===== src/rtl/serial_pkg.sv =====
// Shared types and defaults for the serial frame generator/receiver pair.
package serial_pkg;

    typedef enum logic {
        HUNT = 1'b0,
        DATA = 1'b1
    } state_t;

    localparam int         DEF_WORD_W   = 8;
    localparam logic [7:0] DEF_SYNC_PAT = 8'hA5;
    localparam int         SYNC_CNT_W   = 8;

    // Saturating increment for the sync counter (holds at all-ones).
    function automatic logic [SYNC_CNT_W-1:0] sat_inc(input logic [SYNC_CNT_W-1:0] v);
        return (v == '1) ? v : v + 1'b1;
    endfunction

endpackage


===== src/rtl/serial_shift_reg.sv =====
// Enabled MSB-first shift register with look-ahead next value and a
// saturating count of bits accepted since the last clear.
module serial_shift_reg
    import serial_pkg::*;
#(
    parameter int WORD_W = DEF_WORD_W
) (
    input  logic                       i_clk,
    input  logic                       i_rst_n,
    input  logic                       i_en,
    input  logic                       i_din,
    input  logic                       i_fill_clr,
    output logic [WORD_W-1:0]          o_nxt,
    output logic [$clog2(WORD_W+1)-1:0] o_fill_cnt
);

    localparam int FILL_W = $clog2(WORD_W + 1);

    logic [WORD_W-1:0] r_sr;
    logic [FILL_W-1:0] r_fill_cnt;

    assign o_nxt      = {r_sr[WORD_W-2:0], i_din};
    assign o_fill_cnt = r_fill_cnt;

    always_ff @(posedge i_clk) begin
        if (!i_rst_n) begin
            r_sr <= '0;
        end else if (i_en) begin
            r_sr <= o_nxt;
        end
    end

    // Clear wins over a simultaneous accepted bit so a new hunt starts empty.
    always_ff @(posedge i_clk) begin
        if (!i_rst_n) begin
            r_fill_cnt <= '0;
        end else if (i_fill_clr) begin
            r_fill_cnt <= '0;
        end else if (i_en && (r_fill_cnt != FILL_W'(WORD_W))) begin
            r_fill_cnt <= r_fill_cnt + 1'b1;
        end
    end

endmodule


===== src/rtl/serial_frame_receiver.sv =====
// Serial frame receiver: hunts for a sync word, then deserializes
// FRAME_WORDS MSB-first words with a one-cycle valid strobe per word.
module serial_frame_receiver
    import serial_pkg::*;
#(
    parameter int                WORD_W      = DEF_WORD_W,
    parameter logic [WORD_W-1:0] SYNC_PAT    = WORD_W'(DEF_SYNC_PAT),
    parameter int                FRAME_WORDS = 1
) (
    input  logic                  clk,
    input  logic                  rst_n,
    input  logic                  din,
    input  logic                  din_en,
    output logic [WORD_W-1:0]     dout,
    output logic                  dout_valid,
    output logic                  sync_locked,
    output logic                  frame_done,
    output logic [SYNC_CNT_W-1:0] sync_count
);

    localparam int BIT_W  = $clog2(WORD_W);
    localparam int WC_W   = $clog2(FRAME_WORDS + 1);
    localparam int FILL_W = $clog2(WORD_W + 1);

    state_t                r_state;
    logic [BIT_W-1:0]      r_bit_cnt;
    logic [WC_W-1:0]       r_word_cnt;
    logic [WORD_W-1:0]     r_dout;
    logic                  r_dout_valid;
    logic                  r_sync_locked;
    logic                  r_frame_done;
    logic [SYNC_CNT_W-1:0] r_sync_count;

    state_t                w_state_nxt;
    logic [BIT_W-1:0]      w_bit_cnt_nxt;
    logic [WC_W-1:0]       w_word_cnt_nxt;
    logic [WORD_W-1:0]     w_dout_nxt;
    logic                  w_dout_valid_nxt;
    logic                  w_sync_locked_nxt;
    logic                  w_frame_done_nxt;
    logic [SYNC_CNT_W-1:0] w_sync_count_nxt;
    logic                  w_fill_clr;

    logic [WORD_W-1:0]     w_nxt;
    logic [FILL_W-1:0]     w_fill_cnt;
    logic                  w_fill_ok;
    logic                  w_sync_hit;
    logic                  w_last_bit;
    logic                  w_last_word;

    serial_shift_reg #(
        .WORD_W (WORD_W)
    ) u_shift (
        .i_clk      (clk),
        .i_rst_n    (rst_n),
        .i_en       (din_en),
        .i_din      (din),
        .i_fill_clr (w_fill_clr),
        .o_nxt      (w_nxt),
        .o_fill_cnt (w_fill_cnt)
    );

    // The incoming bit completes a full window only once WORD_W-1 bits are already held.
    assign w_fill_ok   = (w_fill_cnt >= FILL_W'(WORD_W - 1));
    assign w_sync_hit  = din_en && (w_nxt == SYNC_PAT) && w_fill_ok;
    assign w_last_bit  = (r_bit_cnt == BIT_W'(WORD_W - 1));
    assign w_last_word = (r_word_cnt == WC_W'(FRAME_WORDS - 1));

    always_comb begin
        w_state_nxt       = r_state;
        w_bit_cnt_nxt     = r_bit_cnt;
        w_word_cnt_nxt    = r_word_cnt;
        w_dout_nxt        = r_dout;
        w_dout_valid_nxt  = 1'b0;
        w_sync_locked_nxt = r_sync_locked;
        w_frame_done_nxt  = 1'b0;
        w_sync_count_nxt  = r_sync_count;
        w_fill_clr        = 1'b0;
        case (r_state)
            HUNT: begin
                if (w_sync_hit) begin
                    w_state_nxt       = DATA;
                    w_bit_cnt_nxt     = '0;
                    w_word_cnt_nxt    = '0;
                    w_sync_locked_nxt = 1'b1;
                    w_sync_count_nxt  = sat_inc(r_sync_count);
                end
            end
            DATA: begin
                if (din_en) begin
                    if (w_last_bit) begin
                        w_dout_nxt       = w_nxt;
                        w_dout_valid_nxt = 1'b1;
                        w_bit_cnt_nxt    = '0;
                        w_word_cnt_nxt   = r_word_cnt + 1'b1;
                        if (w_last_word) begin
                            w_frame_done_nxt  = 1'b1;
                            w_state_nxt       = HUNT;
                            w_sync_locked_nxt = 1'b0;
                            w_fill_clr        = 1'b1;
                            w_word_cnt_nxt    = '0;
                        end
                    end else begin
                        w_bit_cnt_nxt = r_bit_cnt + 1'b1;
                    end
                end
            end
            default: begin
                w_state_nxt = HUNT;
            end
        endcase
    end

    always_ff @(posedge clk) begin
        if (!rst_n) begin
            r_state       <= HUNT;
            r_bit_cnt     <= '0;
            r_word_cnt    <= '0;
            r_dout        <= '0;
            r_dout_valid  <= 1'b0;
            r_sync_locked <= 1'b0;
            r_frame_done  <= 1'b0;
            r_sync_count  <= '0;
        end else begin
            r_state       <= w_state_nxt;
            r_bit_cnt     <= w_bit_cnt_nxt;
            r_word_cnt    <= w_word_cnt_nxt;
            r_dout        <= w_dout_nxt;
            r_dout_valid  <= w_dout_valid_nxt;
            r_sync_locked <= w_sync_locked_nxt;
            r_frame_done  <= w_frame_done_nxt;
            r_sync_count  <= w_sync_count_nxt;
        end
    end

    assign dout        = r_dout;
    assign dout_valid  = r_dout_valid;
    assign sync_locked = r_sync_locked;
    assign frame_done  = r_frame_done;
    assign sync_count  = r_sync_count;

endmodule


===== config.mk =====
export PLATFORM = sky130hd
export DESIGN_NAME = serial_frame_receiver
export DESIGN_NICKNAME = d
export VERILOG_FILES = /design/src/rtl/serial_pkg.sv /design/src/rtl/serial_shift_reg.sv /design/src/rtl/serial_frame_receiver.sv
export SDC_FILE = /design/constraint.sdc
export NUM_CORES = 1
export LEC_CHECK = 0
export ABC_AREA = 0
export CORE_UTILIZATION = 25
export CTS_CLUSTER_SIZE = 28
export DETAILED_ROUTE_END_ITERATION = 16
export DONT_BUFFER_PORTS = 1
export GPL_TIMING_DRIVEN = 0
export SLEW_MARGIN = 10
export SYNTH_ARGS = -nofsm -noshare
export SYNTH_HDL_FRONTEND = slang
export SYNTH_SLANG_ARGS = --single-unit

===== constraint.sdc =====
create_clock -name clk -period 3.5 [get_ports clk]
set_clock_uncertainty 0.2 [all_clocks]
set_input_delay 1.05 -clock clk [delete_from_list [all_inputs] [get_ports clk]]
set_output_delay 1.05 -clock clk [all_outputs]
set_load 0.01 [all_outputs]

==> impl_metrics.csv <==
group,metric,value,unit
sta,finalMaxSlewViolations,0,
logic_synthesis,synthAdderAreaFrac,4.55,%
routing,routed_wirelength,2670,µm
critical_path,critPathTopFamily,"compound AO/OA/AOI/OAI gates",
power,p_leak,0.588,nW
routing,drc,0,
final_layout,fillers,542,
routing,drt_first_pass_iters,4,
floorplanning,fp.dieW,76.1,µm
floorplanning,io_pins,23,
critical_path,crit_buf_inv,2,
routing,drtAntennaViolNets,0,
logic_synthesis,synthesis.nets,151,
placed_design,io_buffer_count,0,
sta,period_minus_slack,2.44,ns
clock_tree,cts_hold_buf,0,
critical_path,worst_path_max_delay_cell,"a21oi_1",
clock_tree,postCtsSetupRepairBufs,0,
logic_synthesis,yosysUniqueCellTypes,34,
grt,grt_max_degree,11,
critical_path,worstPathRequired,3.52,ns
logic_synthesis,synth-simple-area-share,20.3,%
final_layout,fin_cells,219,
logic_synthesis,yosysSeqAreaShare,49.5,%
sta,tightest_slew,0.787,ns
logic_synthesis,synth_xor_area_share,1.91,%
critical_path,start_kind,"input port",
critical_path,worstPathMaxFanout,10,
grt,grt_pass1_wl,4600,µm
floorplanning,die_h,76.1,µm
logic_synthesis,synth_top_family_by_area,"simple AND/OR/NAND/NOR gates",
floorplanning,core_region_area,5200,µm²
placed_design,dp.cells,212,
clock_tree,clk_latency,0.28,ns
routing,routedWlPerCell,12.2,µm
floorplanning,start_util,26.4,%
final_layout,layout-drive-gt1-share,7.38,%
sta,finalHoldViolations,0,
routing,vias_per_cell,4.68,
run,drv_cap,0,
final_layout,utilization,29.6,%
floorplanning,dieArea,5800,µm²
grt,grt-ovfl-total,0,
clock_tree,clock_tree.htree_level_count,2,
sta,max_freq,410,MHz
grt,grt_busiest_layer,"met2",
clock_tree,cts_max_path_buffers,2,
placed_design,dpl_cell_area,1460,µm²
grt,globalRouteMet1Util,11.7,%
placed_design,hpwl,1930,µm
grt,antenna_found_initial,0,
floorplanning,rows,26,
clock_tree,clkTransAtPathRegs,0.07,ns
power,ir_drop,0.000162,V
final_layout,final_area,1540,µm²
logic_synthesis,synth-seq-cells,34,
placed_design,dp_slack,0.737,ns
clock_tree,cts_resized,0,
hold_path,hp-class,"reg -> reg",
logic_synthesis,avgSynthCellArea,9.67,µm²
routing,vias,1025,
logic_synthesis,synth_compound_area_share,15.4,%
critical_path,cp_data_arrival_time,2.46,ns
sta,rsz0062_at_grt,"no",
final_layout,antenna_cells,0,
final_layout,num-nets-final,158,
placed_design,gp_congestion,0.704,
clock_tree,cts_buffers,5,
critical_path,critPathMaxStageDelay,0.65,ns
clock_tree,cts_root_buf,"clkbuf_8",
sta,fin_crit_sh,69.6,%
logic_synthesis,syn_inst,142,
logic_synthesis,muxShareOfSynthArea,5.83,%
grt,track_usage,10.1,%
sta,final-setup-viol-count,0,
sta,worst_slack,1.06,ns
sta,max_slew_margin,47.5,%
grt,grt_util_met3,5.51,%
logic_synthesis,yosys_warnings,0,
sta,totalNegativeSetupSlack,0,ns
clock_tree,clock_sinks,34,
logic_synthesis,netlist_area,1370,µm²
power,power_density,443,nW/µm²
critical_path,crit_path_end_kind,"flop",
clock_tree,cts_tree,"built",
grt,gr-usage-met2,15.5,%
outcome,outcome,"complete, no violations",
grt,grt_pass1_vias,968,
critical_path,critPathKind,"in -> reg",
routing,drt_iter0_drc,88,
critical_path,cp_cell_sequence,"clkbuf_1 -> inv_2 -> a21oi_1 -> a22o_1",
final_layout,area_growth,12.1,%
cell type report:
type / instances / area (µm²) / share of cell area, %
sequential: 34 / 681 / 44.2
multi-input combinational: 99 / 659 / 42.8
tap: 70 / 87.6 / 5.69
clock buffer: 5 / 68.8 / 4.47
inverter: 5 / 18.8 / 1.22
buffer: 4 / 15.0 / 0.975
clock inverter: 2 / 10.0 / 0.650
worst paths after layout:
check,from,to,slack (ns),depth (start not counted)
max,rst_n,dout[2]$_SDFFE_PN0P_,1.06,4
min,r_bit_cnt[2]$_SDFFE_PN0P_,r_bit_cnt[2]$_SDFFE_PN0P_,0.29,2
max reg2reg,u_shift.o_fill_cnt[0]$_SDFFE_PP0P_,sync_count[0]$_SDFFE_PN0P_,1.58,6
min reg2reg,r_bit_cnt[2]$_SDFFE_PN0P_,r_bit_cnt[2]$_SDFFE_PN0P_,0.29,2
kinds of logic after synthesis:
family	count (synthesis)
compound gates	31
mux	8
buf+inv	9
xor+xnor	3
flops	34
fa+ha+maj	5
simple gates	52
per-layer routing:
metal	part of all wire, %	vias to the layer above	wire length (µm)
met2	45	29	1200
li1	-	525	-
met1	46	467	1220
met3	7.9	4	211
met4	1.3	0	36
met5	0	-	0
cells in the mapped netlist:
cell      instances  area share (%)
nand4b_4          1             1.7
or2_2             1            0.46
buf_1             2            0.55
and4b_1           1            0.73
mux2i_1           8             5.8
inv_1             4             1.1
nand4_1           3             1.4
o211ai_1          1            0.55
o31ai_1           3             1.6
nand3_1           4             1.5
a21oi_1           9             3.3
and2_1            2            0.91
and3_1            1            0.46
nor3_1            3             1.1
o21ai_0           4             1.5
clkbuf_1          2            0.55
nor2_1           16             4.4
o311ai_0          1            0.64
o21a_1            1            0.55
or4_1             2             1.1
nand3b_1          1            0.55
xnor2_1           1            0.64
or3_1             2            0.91
dfxtp_1          34              50
nand2b_1          1            0.46
and4bb_2          1            0.91
a22o_1            8             5.1
xor2_1            2             1.3
nor3b_1           1            0.55
o41ai_1           2             1.3
inv_2             1            0.27
a31oi_1           2            0.91
nand2_1          12             3.3
ha_1              5             4.6
registers in the layout, summed over array words and instances (netlist names):
| signal | flops |
|---|---|
| dout_valid | 1 |
| r_state | 1 |
| dout | 8 |
| u_shift.o_fill_cnt | 4 |
| u_shift.r_sr | 7 |
| frame_done | 1 |
| r_bit_cnt | 3 |
| sync_count | 8 |
| sync_locked | 1 |
worst min-delay path: cells and delay by family (launching register included):
family	cells	cell delay, ns
DFF	1	0.31
AOI/OAI and AO/OA	1	0.06
and+or+nand+nor	1	0.07
through the flow:
stage / hold WS [ns] / power, mW
floorplan: 0.252 / 0.421
global placement: 0.265 / 0.426
detailed placement: 0.282 / 0.427
CTS: 0.291 / 0.693
global route: 0.308 / 0.712
finish: 0.287 / 0.683
placed cells by master, fill, tap and decap left out, types with 2 or more instances in the layout:
cell type	Yosys	final
dfxtp_1	34	34
nor2_1	16	16
nand2_1	12	12
a21oi_1	9	9
mux2i_1	8	8
a22o_1	8	8
ha_1	5	5
clkbuf_8	0	5
inv_1	4	4
nand3_1	4	4
o21ai_0	4	4
nor3_1	3	3
nand4_1	3	3
o31ai_1	3	3
clkbuf_1	2	2
and2_1	2	2
buf_1	2	2
xor2_1	2	2
a31oi_1	2	2
o41ai_1	2	2
or4_1	2	2
or3_1	2	2
clkinv_2	0	2
report_power, final:
group          internal, mW  switching (mW)  total (mW)
Sequential            0.391         0.00352       0.394
Combinational       0.00841          0.0153      0.0237
Clock                 0.133           0.132       0.265
Total                 0.532           0.150       0.683
No activity file was read; power rests on OpenSTA's default activity.
